[src/rtl/instr_mem_loader.sv]
// Byte-stream program loader for the instruction memory.
// Packs bytes MSB first into B-bit words and writes them from address 0 until halt or full.
module instr_mem_loader #(
  parameter int             B         = 16,
  parameter int             W         = 11,
  parameter logic [B-1:0]   HALT_WORD = '0
) (
  input  logic         clk,
  input  logic         reset,
  input  logic         start,
  input  logic [7:0]   rx_data,
  input  logic         rx_done_tick,
  output logic         mem_wr_en,
  output logic [W-1:0] mem_addr,
  output logic [B-1:0] mem_w_data,
  output logic         busy,
  output logic         done,
  output logic         full,
  output logic [W:0]   word_count
);

  localparam int NB = B / 8;
  localparam int KW = (NB > 1) ? $clog2(NB) : 1;
  localparam logic [KW-1:0] K_LAST = KW'(NB - 1);
  localparam logic [W-1:0]  A_MAX  = '1;

  typedef enum logic [1:0] {
    IDLE,
    RECV,
    DONE
  } state_t;

  state_t state, state_nx;

  logic [KW-1:0] k;
  logic [B-1:0]  acc;
  logic [B-1:0]  word_nx;
  logic [W-1:0]  addr;

  logic wr_halt;
  logic wr_last;
  logic wr_term;
  logic accept;
  logic last_byte;
  logic arm;

  assign wr_halt   = mem_wr_en && (mem_w_data == HALT_WORD);
  assign wr_last   = mem_wr_en && (mem_addr == A_MAX);
  assign wr_term   = wr_halt || wr_last;
  // a byte arriving during the final write belongs to no load
  assign accept    = (state == RECV) && rx_done_tick && !wr_term;
  assign last_byte = accept && (k == K_LAST);
  assign arm       = start && (state != RECV);

  always_comb begin
    word_nx = acc;
    for (int i = 0; i < NB; i++) begin
      if (k == KW'(i)) begin
        word_nx[B-1-8*i -: 8] = rx_data;
      end
    end
  end

  always_ff @(posedge clk or negedge reset) begin
    if (!reset) begin
      state <= IDLE;
    end else begin
      state <= state_nx;
    end
  end

  always_comb begin
    state_nx = state;
    unique case (state)
      IDLE: if (start) state_nx = RECV;
      RECV: if (wr_term) state_nx = DONE;
      DONE: if (start) state_nx = RECV;
      default: state_nx = IDLE;
    endcase
  end

  always_comb begin
    busy = (state == RECV);
    done = (state == DONE);
  end

  always_ff @(posedge clk or negedge reset) begin
    if (!reset) begin
      k          <= '0;
      acc        <= '0;
      addr       <= '0;
      mem_wr_en  <= 1'b0;
      mem_addr   <= '0;
      mem_w_data <= '0;
      word_count <= '0;
      full       <= 1'b0;
    end else begin
      mem_wr_en <= last_byte;
      if (arm) begin
        k          <= '0;
        acc        <= '0;
        addr       <= '0;
        word_count <= '0;
        full       <= 1'b0;
      end else begin
        if (accept) begin
          acc <= word_nx;
          k   <= last_byte ? '0 : k + 1'b1;
        end
        // word completing in a write cycle takes the address after it
        if (last_byte) begin
          mem_w_data <= word_nx;
          mem_addr   <= mem_wr_en ? addr + 1'b1 : addr;
        end
        if (mem_wr_en) begin
          word_count <= word_count + 1'b1;
          full       <= wr_last && !wr_halt;
          if (!wr_term) begin
            addr <= addr + 1'b1;
          end
        end
      end
    end
  end

endmodule

[config.mk]
export PLATFORM = sky130hd
export DESIGN_NAME = instr_mem_loader
export DESIGN_NICKNAME = d
export VERILOG_FILES = /design/src/rtl/instr_mem_loader.sv
export SDC_FILE = /design/constraint.sdc
export NUM_CORES = 1
export LEC_CHECK = 0
export CAP_MARGIN = 25
export CELL_PAD_IN_SITES_DETAIL_PLACEMENT = 1
export CELL_PAD_IN_SITES_GLOBAL_PLACEMENT = 1
export CORE_MARGIN = 4
export CORE_UTILIZATION = 25
export CTS_BUF_LIST = sky130_fd_sc_hd__clkbuf_4 sky130_fd_sc_hd__clkbuf_8
export DETAILED_ROUTE_END_ITERATION = 10
export GPL_ROUTABILITY_DRIVEN = 0
export PLACE_DENSITY_LB_ADDON = 0.1
export SLEW_MARGIN = 15
export SYNTH_ARGS = -nofsm -noshare
export SYNTH_HDL_FRONTEND = slang
export SYNTH_SLANG_ARGS = --single-unit
[constraint.sdc]
create_clock -name clk -period 2.44 [get_ports clk]
set_input_delay 0.244 -clock clk [delete_from_list [all_inputs] [get_ports clk]]
set_output_delay 0.244 -clock clk [all_outputs]
set_load 0.02 [all_outputs]
# == Word level (Yosys, flattened, before mapping) ==
# Cells that the tools add are included.
# Widths: inputs -> output; s select.
# totals
regBits,71
ram_bits,0
in_bits,12
memories,0
latchBits,0
rom_bits,0
wordCells,56
# classes
n_reduce_logical,18
n_mul,0
bitwise_logic,1
magnitude_cmp,0
n_addsub,3
shift,0
n_div,0
n_eq_ne,7
muxes,18
# ops
cell,count
$mux 11,4
$mux 16,2
$mux 12,2
$logic_not 16->1,1
$mux 8,2
$add 12x1->12 const B,1
$add 11x1->11 const B,1
$eq 11x11->1 const B,1
$ne 2x1->1 const B,4
$logic_and 1x1->1,7
$reduce_and 2->1,3
$mux 1,5
$mux 2,2
$pmux 2 s2,1
$reduce_bool 2->1,2
$eq 2x1->1 const B,1
$eq 2x2->1 const B,1
$logic_not 1->1,2
$logic_not 2->1,1
$reduce_or 2->1,1
$add 1x1->1 const B,1
$logic_or 1x1->1,1
$not 1->1,1

# == Longest topological paths before layout ==
# depth
word_depth,9
depth_mapped,7
ltp_nobuf,6

# == Least setup slack after synthesis ==
# No wires, ideal clock.
# synth_path
kind,register -> register
start,reg mem_wr_en
end,reg mem_addr[6]
t_arrival_ns,1.959
path_stages_with_launch,8
path_slack_ns,0.357
path_cell_list,dfrtp_1 > nor4b_1 > and4_1 > buf_6 > a2111o_1 > inv_2 > buf_6 > mux2_2
# synth_between
elab_chain_cells,6
elab_cells_between_ends,8
cone_classes,mux: 1; reduce/logical: 7
# synth_lines
item,line,source
from (decl),13,"output logic mem_wr_en,"
from (signal assigned),98,mem_wr_en <= last_byte;
$logic_and 1x1->1 (on tied branches),"47, 48",
$logic_or 1x1->1 *,49,assign wr_term = wr_halt || wr_last;
$logic_not 1->1 *,n/a,
$logic_and 1x1->1 *,51,assign accept = (state == RECV) && rx_done_tick && !wr_term;
$logic_and 1x1->1 *,52,assign last_byte = accept && (k == K_LAST);
net last_byte,44,logic last_byte;
$reduce_and 2->1 (no line) *,n/a,
to (signal assigned),113,mem_addr <= mem_wr_en ? addr + 1'b1 : addr;
to (decl),14,"output logic [W-1:0] mem_addr,"
# The timed path passes the listed nets; every way through them passes the cells marked *.
# A chain may end at the register's enable or synchronous reset.

# == Final worst setup path ==
# layout_path
start,reg state[1]
end,reg mem_addr[7]
# layout_between
elab_chain_cells,5
elab_cells_between_ends,8
cone_classes,eq/ne: 2; bitwise: 1; reduce/logical: 5
# layout_lines
item,line,source
from (decl),33,"state_t state, state_nx;"
from (signal assigned),68,state <= state_nx;
$eq 2x1->1,51,
$logic_and 1x1->1 (2 in series),51,
$logic_and 1x1->1,52,
$reduce_and 2->1 (no line) *,n/a,
# Mark *: on every way between the ends. The rest lies on a longest branch, timed or not.

==> results_dict.tcl <==
set metrics [dict create \
    dieWidth_um 119 \
    worst_slew_pin_slew_ns 0.536 \
    num_vias 2214 \
    async_flop_share_pct 100 \
    synth_flop_cell "dfrtp_1" \
    maxCapViolations 0 \
    post-cts-setup-buffers 0 \
    vias_per_cell 4.58 \
    worstSkewPairLatency_ns 0.34 \
    synth_fa_ha_area_share_pct 0.819 \
    p_int_uw 2540 \
    stdcell_count 483 \
    sw_frac_of_total_pct 35.3 \
    maxSlewViolCount 0 \
    nNetsFinal 346 \
    max_freq_mhz 483 \
    cts-root-buf "clkbuf_8" \
    p_sw_uw 1380 \
    fin_ws_ns 0.369 \
    die_height_um 119 \
    htree_levels 3 \
    status "completed" \
    synth-seq-cells 63 \
    setup_violations 0 \
    comb_power_share_pct 35.5 \
    area.growth.synth_to_final_pct 29.8 \
    syn_inst 275 \
    dp_hpwl_um 5460 \
    setup_tns_ns 0 \
    cp_max_fo 17 \
    synthMuxAreaShare_pct 16.9 \
    die_area_um2 14000 \
    io_buffers 54 \
    synthSimpleGateAreaFrac_pct 13.9 \
    diodes 0 \
    critPathCaptureType "register" \
    drtIter0Drc 67 \
    synth_fp_nets 289 \
    slew_headroom_pct 64.3 \
    synth_compound_area_share_pct 5.74 \
    min_path_type "input port to asynchronous set/reset pin" \
    syn_area_per_cell_um2 11.1 \
    drive_above_1_share_pct 14.6 \
    yosysUniqueCellTypes 36 \
    initial_core_util_pct 25.5 \
    ys_warn_count 0 \
    first_global_vias 2396 \
    cts_tree "done" \
    peakVddDrop_v 0.000377 \
    fin_crit_sh_pct 84.9 \
    dp.cells 467 \
    pwr_density_cell_nw_per_um2 988 \
    synth_edf_count 0 \
    p_leak_uw 0.00178 \
    path_class "register to register" \
    synth_top_family_by_area "multiplexers" \
    cp-start-kind "register" \
    cts_max_path_buffers 2 \
    clkTransAtPathRegs_ns 0.07 \
    synth_seq_area_share_pct 51.6 \
    cts.sinks 63 \
    grt_setup_unrepaired "false" \
    routed_wl_um 7850 \
    n_fill_cell 1335 \
    hold_viol 0 \
    crit_arrival_ns 2.29 \
    p_seq_share_pct 42.1 \
    place_ws_ns 0.342 \
    cts_buffers 9 \
    utilization_pct 33.1 \
    clkPwrFrac_pct 22.4 \
    grt_max_degree 44 \
    grt_usage_pct 11.9 \
    core_area_um2 12000 \
    drc 0 \
    overflow 0 \
    clock_skew_ns 0.00845 \
    syn_area_um2 3050 \
    ant_nets 0 \
    cp.required_ns 2.66 \
    synth-xor-area-share_pct 5.45 \
    ioPinCount 55 \
    min_period_ns 2.07 \
    std_cell_rows 40 \
    grt_antenna_before_repair 0 \
    grt_pass1_wl_um 13300 \
    drt-pass1-iter-count 4 \
    wl_per_cell_um 16.3 \
]
## layer usage
metal / global-route usage, % / share of wire (%) / vias to the layer above
met5: 0 / 0 / -
met4: 5.65 / 2.0 / 0
met3: 3.21 / 4.4 / 13
met2: 16.8 / 43 / 41
met1: 16.8 / 51 / 1105
li1: - / - / 1055
## worst max-delay path, cell delays in order, from the launching register on
cell and delay (ns):
dfrtp_1 0.38, nand2b_1 0.18, inv_1 0.15, nand2_1 0.12, a2111o_1 0.39, inv_2 0.35, mux2_2 0.39
## cell families (layout without fill, tap and decap cells)
group,after synthesis,count (layout)
AO/OA/AOI/OAI,24,24
XOR/XNOR,19,19
adder cells (fa/ha/maj),2,2
buffers and inverters,37,98
flip-flops,63,63
multiplexers,48,48
AND/OR/NAND/NOR,82,82
## metrics by stage
step           hold slack, ns  cell area [µm²]  total power, µW
2_1_floorplan         -0.0516             3050             2390
3_3_place_gp            0.260             3770             3070
3_5_place_dp            0.260             3770             3080
4_1_cts                 0.415             3970             4010
5_1_grt                 0.454             3970             4200
6_report                0.410             3970             3920
## power by group through the flow
stage                     Sequential [µW]  Combinational, µW  Clock, µW
after floorplan                      1870                520          0
after global placement               1670               1390          0
after detailed placement             1670               1410          0
after CTS                            1660               1420        932
after global routing                 1710               1520        968
final                                1650               1390        878
## final cells by class
cell class | count | area, µm² | area share [%]
clock buffers | 15 | 188 | 4.73
repair buffers | 64 | 638 | 16.1
well taps | 147 | 184 | 4.64
flip-flops and latches | 63 | 1580 | 39.8
inverters | 19 | 71.3 | 1.80
multi-input cells | 175 | 1310 | 33.0
## synthesized netlist by cell type (all sizes together) (6+ instances only)
cell type / count / share of area, %
a211oi: 10 / 2.5
dfrtp: 63 / 52
buf: 6 / 1.8
inv: 19 / 2.3
mux2: 23 / 8.7
xor2: 10 / 2.9
nand2: 27 / 3.3
nand2b: 11 / 2.3
mux2i: 25 / 8.2
and4: 6 / 1.7
nor2: 12 / 1.5
xnor2: 9 / 2.6
clkbuf: 12 / 1.5
nand4: 10 / 2.0
## sequential cells by signal, summed over array words and instances (netlist names)
name and count:
addr 11, state 2, acc 8, mem_addr 11, k 1, mem_wr_en 1
full 1, mem_w_data 16, word_count 12
## worst paths after layout
check	from	to	slack (ns)	cells after the start
max	state[1]	mem_addr[7]	0.37	6
min	reset	word_count[8]	0.41	2
max reg2reg	state[1]	mem_addr[7]	0.37	6
min reg2reg	state[0]	state[0]	0.50	1
max in group asynchronous	reset	addr[8]	1.39	3
min in group clk	rx_data[6]	acc[14]	0.47	3
## layout by cell type (no fill, tap or decap), types with 3 or more instances in the layout
cell             instances
buf_4                    7
xnor2_1                  9
dfrtp_1                 63
mux2i_1                 25
nor2_1                  12
inv_1                   18
clkbuf_8                12
mux2_2                  21
a211oi_1                10
xor2_1                  10
nand4_1                 10
a21oi_1                  3
clkbuf_4                 3
clkdlybuf4s50_1         53
and4_1                   6
nand3_1                  5
nand2_1                 27
nand2b_1                11
## repair_timing
item | CTS | global route
resized for setup | 0 | 0
setup endpoints to repair | 0 | 0
hold buffers | 1 | 0
endpoints found under the hold margin | 20 | 0
No activity file was read; power rests on OpenSTA's default activity.
